===== config.mk =====
export PLATFORM = sky130hd
export DESIGN_NAME = markov_channel_fsm_flat
export DESIGN_NICKNAME = d
export VERILOG_FILES = /design/src/rtl/markov_channel_fsm_if.sv /design/src/rtl/markov_channel_fsm.sv /design/src/flat_wrapper.sv
export SDC_FILE = /design/constraint.sdc
export NUM_CORES = 1
export LEC_CHECK = 0
export CAP_MARGIN = 20
export CORE_MARGIN = 3
export CORE_UTILIZATION = 40
export DETAILED_ROUTE_END_ITERATION = 6
export PLACE_DENSITY = 0.71
export SLEW_MARGIN = 20
export SYNTH_ARGS = -nofsm -noshare
export SYNTH_HDL_FRONTEND = slang
export SYNTH_SLANG_ARGS = --single-unit

===== constraint.sdc =====
create_clock -name clk -period 4 [get_ports clk]
set_clock_uncertainty 0.05 [all_clocks]
set_input_delay 0.8 -clock clk [delete_from_list [all_inputs] [get_ports clk]]
set_output_delay 0.8 -clock clk [all_outputs]
set_load 0.01 [all_outputs]

===== src/rtl/markov_channel_fsm_if.sv =====
// Control, config and status bundle for the Markov channel-quality model.
// The master drives strobes and config; the slave returns state, level and statistics.
interface markov_channel_fsm_if #(
   parameter int RAND_W = 7,
   parameter int OUT_W  = 8,
   parameter int STAT_W = 16
);
   logic              en;
   logic [RAND_W-1:0] rand_in;
   logic              cfg_we;
   logic [1:0]        cfg_sel;
   logic [2:0]        cfg_idx;
   logic [OUT_W-1:0]  cfg_wdata;
   logic              stat_clr;
   logic [2:0]        state_out;
   logic [OUT_W-1:0]  level_out;
   logic              trans_pulse;
   logic [STAT_W-1:0] dwell_cnt;
   logic [STAT_W-1:0] bad_entries;

   modport master (
      output en, rand_in, cfg_we, cfg_sel, cfg_idx, cfg_wdata, stat_clr,
      input  state_out, level_out, trans_pulse, dwell_cnt, bad_entries
   );

   modport slave (
      input  en, rand_in, cfg_we, cfg_sel, cfg_idx, cfg_wdata, stat_clr,
      output state_out, level_out, trans_pulse, dwell_cnt, bad_entries
   );
endinterface


===== src/rtl/markov_channel_fsm.sv =====
// N-state Gilbert-Elliott channel model: one move per en-cycle, level per state, dwell/burst stats.
// State updates one clock after the sample; level_out is a zero-latency lookup; no backpressure (en strobes).
module markov_channel_fsm #(
   parameter int NUM_STATES = 2,
   parameter int RAND_W     = 7,
   parameter int OUT_W      = 8,
   parameter int STAT_W     = 16
) (
   input  logic                clk,
   input  logic                reset,
   markov_channel_fsm_if.slave bus
);
   typedef enum logic [1:0] {MV_STAY, MV_DEG, MV_IMP, MV_RECOVER} move_t;

   localparam logic [2:0]        LAST     = 3'(NUM_STATES - 1);
   localparam logic [RAND_W-1:0] DEG_RST  = RAND_W'(97);
   localparam logic [RAND_W-1:0] IMP_RST  = RAND_W'(25);
   localparam logic [OUT_W-1:0]  LVL0_RST = OUT_W'(21);
   localparam logic [OUT_W-1:0]  LVLN_RST = OUT_W'(9);

   logic [RAND_W-1:0] r_deg_thr [NUM_STATES];
   logic [RAND_W-1:0] r_imp_thr [NUM_STATES];
   logic [OUT_W-1:0]  r_level   [NUM_STATES];

   logic [2:0]        r_state;
   logic              r_trans_pulse;
   logic [STAT_W-1:0] r_dwell_cnt;
   logic [STAT_W-1:0] r_bad_entries;

   logic [2:0]        w_state_nxt;
   move_t             w_move;
   logic              w_trans;
   logic              w_valid;
   logic [RAND_W-1:0] w_deg_cur;
   logic [RAND_W-1:0] w_imp_cur;
   logic [OUT_W-1:0]  w_level_cur;

   // Per-state lookup via compare loop so a corrupt state index never reads out of range.
   always_comb begin
      w_deg_cur   = DEG_RST;
      w_imp_cur   = IMP_RST;
      w_level_cur = r_level[0];
      for (int i = 0; i < NUM_STATES; i++) begin
         if (r_state == 3'(i)) begin
            w_deg_cur   = r_deg_thr[i];
            w_imp_cur   = r_imp_thr[i];
            w_level_cur = r_level[i];
         end
      end
   end

   assign w_valid = ({1'b0, r_state} < 4'(NUM_STATES));

   always_comb begin
      w_move      = MV_STAY;
      w_state_nxt = r_state;
      if (!w_valid) begin
         w_move      = MV_RECOVER;
         w_state_nxt = 3'd0;
      end else if (bus.en) begin
         if (r_state < LAST && bus.rand_in >= w_deg_cur) begin
            w_move      = MV_DEG;
            w_state_nxt = r_state + 3'd1;
         end else if (r_state != 3'd0 && bus.rand_in < w_imp_cur) begin
            w_move      = MV_IMP;
            w_state_nxt = r_state - 3'd1;
         end
      end
   end

   assign w_trans = (w_move != MV_STAY);

   always_ff @(posedge clk or posedge reset) begin
      if (reset) begin
         r_state       <= 3'd0;
         r_trans_pulse <= 1'b0;
         r_dwell_cnt   <= '0;
         r_bad_entries <= '0;
      end else begin
         r_state       <= w_state_nxt;
         r_trans_pulse <= w_trans;
         if (w_trans)
            r_dwell_cnt <= '0;
         else if (bus.en && r_dwell_cnt != '1)
            r_dwell_cnt <= r_dwell_cnt + STAT_W'(1);
         // Clear beats a coincident entry into the worst state.
         if (bus.stat_clr)
            r_bad_entries <= '0;
         else if (w_move == MV_DEG && w_state_nxt == LAST && r_bad_entries != '1)
            r_bad_entries <= r_bad_entries + STAT_W'(1);
      end
   end

   always_ff @(posedge clk or posedge reset) begin
      if (reset) begin
         for (int i = 0; i < NUM_STATES; i++) begin
            r_deg_thr[i] <= DEG_RST;
            r_imp_thr[i] <= IMP_RST;
            r_level[i]   <= (i == 0) ? LVL0_RST : LVLN_RST;
         end
      end else if (bus.cfg_we) begin
         for (int i = 0; i < NUM_STATES; i++) begin
            if (bus.cfg_idx == 3'(i)) begin
               case (bus.cfg_sel)
                  2'd0:    r_deg_thr[i] <= bus.cfg_wdata[RAND_W-1:0];
                  2'd1:    r_imp_thr[i] <= bus.cfg_wdata[RAND_W-1:0];
                  2'd2:    r_level[i]   <= bus.cfg_wdata;
                  default: ;
               endcase
            end
         end
      end
   end

   assign bus.state_out   = r_state;
   assign bus.level_out   = w_level_cur;
   assign bus.trans_pulse = r_trans_pulse;
   assign bus.dwell_cnt   = r_dwell_cnt;
   assign bus.bad_entries = r_bad_entries;
endmodule

===== src/flat_wrapper.sv =====
// flat-port wrapper written by rule: the top's interface ports become plain ports
module markov_channel_fsm_flat 
#(
   parameter int NUM_STATES = 2,
   parameter int RAND_W     = 7,
   parameter int OUT_W      = 8,
   parameter int STAT_W     = 16
)
  (clk, reset, bus_en, bus_rand_in, bus_cfg_we, bus_cfg_sel, bus_cfg_idx, bus_cfg_wdata, bus_stat_clr, bus_state_out, bus_level_out, bus_trans_pulse, bus_dwell_cnt, bus_bad_entries);
  markov_channel_fsm_if #(.RAND_W(RAND_W), .OUT_W(OUT_W), .STAT_W(STAT_W)) bus_i ();
  input  logic clk;
  input  logic reset;
  input wire logic [$bits(bus_i.en)-1:0] bus_en;
  input wire logic [$bits(bus_i.rand_in)-1:0] bus_rand_in;
  input wire logic [$bits(bus_i.cfg_we)-1:0] bus_cfg_we;
  input wire logic [$bits(bus_i.cfg_sel)-1:0] bus_cfg_sel;
  input wire logic [$bits(bus_i.cfg_idx)-1:0] bus_cfg_idx;
  input wire logic [$bits(bus_i.cfg_wdata)-1:0] bus_cfg_wdata;
  input wire logic [$bits(bus_i.stat_clr)-1:0] bus_stat_clr;
  output wire logic [$bits(bus_i.state_out)-1:0] bus_state_out;
  output wire logic [$bits(bus_i.level_out)-1:0] bus_level_out;
  output wire logic [$bits(bus_i.trans_pulse)-1:0] bus_trans_pulse;
  output wire logic [$bits(bus_i.dwell_cnt)-1:0] bus_dwell_cnt;
  output wire logic [$bits(bus_i.bad_entries)-1:0] bus_bad_entries;
  assign bus_i.en = bus_en;
  assign bus_i.rand_in = bus_rand_in;
  assign bus_i.cfg_we = bus_cfg_we;
  assign bus_i.cfg_sel = bus_cfg_sel;
  assign bus_i.cfg_idx = bus_cfg_idx;
  assign bus_i.cfg_wdata = bus_cfg_wdata;
  assign bus_i.stat_clr = bus_stat_clr;
  assign bus_state_out = bus_i.state_out;
  assign bus_level_out = bus_i.level_out;
  assign bus_trans_pulse = bus_i.trans_pulse;
  assign bus_dwell_cnt = bus_i.dwell_cnt;
  assign bus_bad_entries = bus_i.bad_entries;
  markov_channel_fsm #(.NUM_STATES(NUM_STATES), .RAND_W(RAND_W), .OUT_W(OUT_W), .STAT_W(STAT_W)) u_core (.clk(clk), .reset(reset), .bus(bus_i));
endmodule

==> summary.md <==
| Metric | Value |
|---|---|
| Outcome | completed |
| Initial antenna violation count | 0 |
| DRC Markers | 0 |
| Grt met1 use | 0.220 |
| Final hold vios | 0 |
| Synth top area share | 0.376 |
| Max-capacitance violation count | 0 |
| Die area | 0.0117 mm2 |
| Vias | about 3300 |
| CTS sink count | 79 |
| DRT antenna net count | 0 |
| Final Setup Violations | 0 |
| Clk buf depth | 2 |
| Seq/Total Area, Yosys | 0.477 |
| Total grt overflow | 0 |
| CP Cell Sequence | inv_1 > ha_1 > nor2b_1 > buf_4 > nand2_1 > nand2_1 > clkdlybuf4s50_1 |
| Num ports | 69 |
| Initial Utilization | 0.421 |
| First-pass GRT wire length | 15900 um |
| Pin count of the biggest net entering global routing | 44 |
| Most frequent cells in the layout | clkdlybuf4s50_1 (68), dfrtp_1 (63), nand2_1 (48) |
| Post-CTS Resized | 0 |
| Final Cycle Share | 0.895 |
| Tmin final | around 3.6 ns |
| Share of layout cells above drive strength 1 | 0.198 |
| TritonCTS Buffers | 9 |
| Area of the core | 0.00995 mm2 |
| Largest stage delay on the critical path | between 0.6 and 0.7 ns |
| Met2 usage | 0.286 |
| Vias in the first global route | 3308 |
| Peak VDD IR | 0.241 mV |
| Synthesized area | 0.00419 mm2 |
| Layout Cells excl Fill | between 500 and 600 |
| #FFs+latches synth | 79 |
| CTS tree | built |
| Post-detail-place hpwl | 6820 um |
| Clock latency on the worst-skew pair | 0.35 ns |
| Vias/cell | 5.44 |
| CP max FO | 10 |
| GP Congestion | 0.849 |
| Synthesized area per cell | 10.7 um2 |
| Synth area leaders | dfrtp_1 (38%), mux2_2 (12%), dfstp_2 (10%) |
| Critical Path Start Type | flip-flop |
| 1st-pass router iterations | 4 |
| Die H | 108 um |
| Row cnt | 36 |
| Setup bufs post-CTS | 0 |
| Buffers on Ports | 68 |
| CTS Root Cell | clkbuf_8 |
| WP buf/inv | 3 |
| Setup CP Type | flip-flop to output pin |
| GRT Resource Usage Total | 0.169 |
| Final WL | 9400 um |
| RSZ-0062 raised after global routing | no |
| Pwr dens | ~540 mW/mm2 |
| Top_reg_cell synth | dfrtp_1 |
| Critical path data arrival time | 2.73 ns |
| Critical Path Sink Type | output pin |
| WP data required | 3.15 ns |
| Final slew viol count | 0 |
| Met3 Resource Use GR | 0.0239 |
| Setup TNS | 0 ns |
| Worst-Margin Slew | 0.814 ns |
| Delay-heaviest family, CP | buffers and inverters |
| Yosys warnings | 0 |
| Yosys top cell by area | dfrtp_1 |
| H-tree Lvls | 3 |
| Distinct cells, synth | 56 |
| Initial DRC count | 126 |
| Die width | 108 um |
| EDFF count, synth | 0 |
| DP Cell Count | ~580 |
| Max frequency | 279 MHz |
| Grt peak-use layer | met2 |
| Cells after Synth | 392 |
| Post-cts hold buffer count | 0 |
| Asr flop ratio synth | 1.00 |
| Reg clk slew, reported paths | 0.07 ns |
| Syn_nets | 436 |
| Worst min path class | flip-flop to flip-flop |
| Rel. slew slack | 0.457 |
| Slowest CP cell | nor2b_1 |
| Nets | 504 |
| Antenna diodes | 0 |
| CP most frequent cell | nand2_1 |
| DR WL/cell | 15.7 um |
| Area grow syn2layout | 24.5% |
| Leak Pwr | around 0.0022 uW |
| Commonest non-fill, non-tap cell in the layout | clkdlybuf4s50_1 |
==> cell usage after synthesis, drive strengths merged (2+ instances only) <==
master,n
dfrtp,63
nand2,48
mux2,46
nor2,29
ha,19
a21oi,18
dfstp,16
nand3,13
nand4,11
xnor2,11
nor3,10
o31ai,10
or4,10
buf,9
a22oi,8
nor2b,8
inv,7
o21ai,6
clkbuf,5
or3,5
and3,4
o22ai,4
nor4,3
a221oi,2
a31oi,2
nor3b,2
nor4bb,2
xor2,2
==> routing by layer <==
| layer | vias to the layer above | part of all wire |
|---|---|---|
| met2 | 52 | 0.50 |
| li1 | 1568 | - |
| met1 | 1624 | 0.46 |
| met4 | 0 | 0.017 |
| met3 | 12 | 0.024 |
| met5 | - | 0 |
==> flip-flops by register name, indices dropped and copies added (netlist names) <==
register,cells
u_core.r_imp_thr,13
u_core.bus.trans_pulse,1
u_core.r_level,16
u_core.bus.state_out,3
u_core.bus.bad_entries,16
u_core.bus.dwell_cnt,16
u_core.r_deg_thr,14
==> cell type report <==
type	instances	area (um2)
fillers	892	4740
multi-input cells	292	2110
flip-flops and latches	79	2000
repair buffers	71	716
well taps	133	166
clock buffers	9	124
clock inverters	7	73.8
inverters	7	26.3
==> kinds of logic (layout without fill, tap and decap cells) <==
family / count (synthesis) / count (layout) / share of synthesized area
flops: 79 / 79 / 0.477
mux: 47 / 47 / 0.126
buf+inv: 21 / 94 / 0.0227
simple gates: 154 / 154 / 0.193
fa+ha+maj: 19 / 19 / 0.0568
compound gates: 59 / 59 / 0.0971
xor+xnor: 13 / 13 / 0.0272
==> per-stage QoR <==
stage | utilization | worst slack, ns | power, uW | hold slack (ns) | cell area, um2
6_report | 0.524 | 0.419 | 2830 | 0.460 | 5210
5_1_grt | 0.524 | 0.158 | 3050 | 0.474 | 5210
3_5_place_dp | 0.503 | 0.522 | 2260 | 0.444 | 5010
4_1_cts | 0.523 | 0.417 | 2860 | 0.464 | 5200
3_3_place_gp | 0.503 | 0.690 | 2220 | 0.436 | 5010
2_1_floorplan | - | 0.884 | 1840 | 0.429 | 4190
==> worst paths after layout <==
check / from / to / slack, ns / cells past startpoint
max in group asynchronous: reset / u_core.r_imp_thr[0] / 2.25 / 3
min reg2reg: u_core.r_imp_thr[2] / u_core.r_imp_thr[2] / 0.46 / 1
min: u_core.r_imp_thr[2] / u_core.r_imp_thr[2] / 0.46 / 1
max: u_core.bus.state_out[1] / bus_level_out[2] / 0.42 / 7
max reg2reg: u_core.bus.state_out[1] / u_core.bus.bad_entries[11] / 0.53 / 11
min in group asynchronous: reset / u_core.bus.dwell_cnt[8] / 0.88 / 2
==> power breakdown <==
group / total [uW] / leakage, uW / switching [uW] / internal (uW)
Clock: 586 / 0.0000992 / 297 / 289
Sequential: 1040 / 0.00101 / 102 / 942
Combinational: 1200 / 0.00106 / 686 / 514
Total: 2830 / 0.00216 / 1080 / 1750
(Power assumes the default switching activity.)
==> patch (same flow settings) <==
`NUM_STATES` is set to 2 in 2 places; all go to 1.
--- a/src/rtl/markov_channel_fsm.sv
+++ b/src/rtl/markov_channel_fsm.sv
@@ -1,7 +1,7 @@
 // N-state Gilbert-Elliott channel model: one move per en-cycle, level per state, dwell/burst stats.
 // State updates one clock after the sample; level_out is a zero-latency lookup; no backpressure (en strobes).
 module markov_channel_fsm #(
-   parameter int NUM_STATES = 2,
+   parameter int NUM_STATES = 1,
    parameter int RAND_W     = 7,
    parameter int OUT_W      = 8,
    parameter int STAT_W     = 16
--- a/src/flat_wrapper.sv
+++ b/src/flat_wrapper.sv
@@ -1,7 +1,7 @@
 // flat-port wrapper written by rule: the top's interface ports become plain ports
 module markov_channel_fsm_flat 
 #(
-   parameter int NUM_STATES = 2,
+   parameter int NUM_STATES = 1,
    parameter int RAND_W     = 7,
    parameter int OUT_W      = 8,
    parameter int STAT_W     = 16
Function: changed (a bounded check fails within 4 cycles, from zero or initial values and one cycle with reset high).
==> patch against the original RTL <==
Sequential cell count fell by 29. Setup slack gained 0.88 ns. Largest power group is now sequential cells. Cell area down 40%. Global-route usage decreased by 1.6 points. Area after synthesis down 46%. Total power shrank 53%. Sequential share of layout area increased by 1.9 points. Maximum frequency grew 32%. Die area is 44% lower. Wire length is 51% lower. Critical path type is now reg -> reg. Combinational power shrank 73%. Synthesized cell count is 52% lower.
==> patch: results (changes against the original RTL) <==
Status
  – Status: finished clean

Route
  – Pre-Repair DR Iteration Count: 4 (unchanged)
  – Iteration-0 DRC Markers: 84 (-33%)
  – Routed WL: 4.603 mm (-51%)
  – Drt via density: 4.883 (-10%)
  – DRC: 0 (unchanged)
  – Via count: 1631 (-50%)

Global route
  – Initial antenna violation count: 0 (unchanged)
  – Largest net degree at the start of global routing: 51 (+16%)
  – Vias in the first global route: 1664 (-50%)
  – GRT Total Usage: 0.1538 (-0.01558)
  – First-pass GRT wire length: 7.693 mm (-52%)

Timing
  – Post-route clock period utilization: 0.6765 (-0.2188)
  – Worst-Margin Slew: 0.8365 ns (+0.02267 ns)
  – Final Hold Vio Count: 0 (unchanged)

Synth
  – Asr flop ratio synth: 1.000 (unchanged)
  – Commonest cells in the netlist: dfrtp_1 (45), nor2_1 (20), nor2b_1 (17)
  – Ys Warns: 0 (unchanged)
  – Register area share after synthesis: 0.5565 (+0.07963)
  – Leading post-synthesis cells by cell area: dfrtp_1 (50%), mux2_2 (7.0%), dfstp_2 (5.8%)
  – Syn Nets: 224 (-49%)
  – Synth unique cells: 39 (-30%)
  – Post-Synthesis Cells: 190 (-52%)

Placement
  – Post-Place Setup Slack: 1.066 ns (+0.5439 ns)
  – PortBufs: 68 (unchanged)
  – GP Congestion: 0.8393 (-1.1%)
  – Hpwl dp: 3.421 mm (-50%)
  – Cell count after placement: 326 (-44%)
  – Placed inst area: 3017 um^2 (-40%)

Worst setup path
  – Arr. time, crit path: 2.81 ns (+0.08 ns)
  – CP max FO: 17 (+7)

Power and ir drop
  – Leak: 0.001384 uW (-36%)
  – Worst vdd rail ir drop: 237.6 uV (-1.6%)

Finish
  – Layout cells sized above 1: 0.1402 (-0.05770)
  – NumNets Final: 297 (-41%)
  – Area grow syn2layout: 38.43%
  – Fillers: 466 (-48%)
  – # diodes: 0 (unchanged)

Clock network
  – Clk Latency, worst-skew pair: 0.30 ns (-0.05 ns)
  – Max clock buf depth: 2 (unchanged)
  – CTS buffer count: 5 (-4)
  – Post-CTS setup buffers: 0 (unchanged)
  – CTS HTree Levels: 2 (-1)
  – Clk slew on worst S/H paths: 0.09 ns (+0.02 ns)
  – Resized Gates After CTS: 0 (unchanged)
  – CTS Root Cell: clkbuf_8

Hold path
  – Min-delay worst type: reg -> reg
-- patch: cell type report --
cell class | count | area, um^2 | area share
inverters | 5 | 20.02 | 0.006400
clock inverters | 2 | 37.54 | 0.01200
flip-flops and latches | 50 | 1257 | 0.4020
clock buffers | 6 | 72.57 | 0.02320
well taps | 70 | 87.58 | 0.02800
multi-input cells | 133 | 972.2 | 0.3108
repair buffers | 68 | 680.7 | 0.2176
-- patch: stage by stage --
| stage | total power, uW | utilization |
|---|---|---|
| 6_report | 1320 | 0.5935 |
| 4_1_cts | 1340 | 0.5933 |
| 3_3_place_gp | 976.6 | 0.5724 |
| 3_5_place_dp | 986.0 | 0.5724 |
| 2_1_floorplan | 812.1 | - |
| 5_1_grt | 1401 | 0.5935 |
-- patch: path summary, 6_finish.rpt --
path / from / endpoint / slack (ns) / cells after the start
hold / removal: u_core.bus.bad_entries[4] / u_core.bus.bad_entries[4] / 0.45 / 1
hold reg to reg: u_core.bus.bad_entries[4] / u_core.bus.bad_entries[4] / 0.45 / 1
setup / recovery: u_core.bus.state_out[0] / u_core.bus.dwell_cnt[2] / 1.29 / 10
max in group asynchronous: reset / u_core.bus.dwell_cnt[7] / 2.50 / 2
min in group asynchronous: reset / u_core.bus.level_out[3] / 0.90 / 2
setup reg to reg: u_core.bus.state_out[0] / u_core.bus.dwell_cnt[2] / 1.29 / 10
-- patch: metal layers --
layer	wire (um)	GRT usage
met2	2237	0.2430
met4	89	0.07601
met1	2058	0.1967
met5	0	0
met3	218	0.03769
-- patch: cells by family after synthesis --
logic type | Yosys count | synth area share
AO/OA/AOI/OAI | 16 | 0.04540
XOR/XNOR | 9 | 0.03488
adder cells (fa/ha/maj) | 9 | 0.04983
buffers and inverters | 7 | 0.01329
flip-flops | 50 | 0.5565
multiplexers | 18 | 0.08749
AND/OR/NAND/NOR | 81 | 0.2126
-- patch: worst max-delay path, cell delays in order (launching register included) --
cell	delay [ns]
dfrtp_1	0.40
inv_1	0.08
ha_1	0.16
nor2b_1	0.30
nand2_1	0.12
ha_1	0.28
a21o_1	0.15
a21oi_1	0.15
o22ai_1	0.14
o21bai_2	0.60
nor3_1	0.13
-- patch: power breakdown --
part / total (uW) / switching (uW) / internal, uW
logic: 321 / 136 / 185
registers: 650 / 73.9 / 576
clock network: 350 / 163 / 187
total: 1320 / 373 / 947
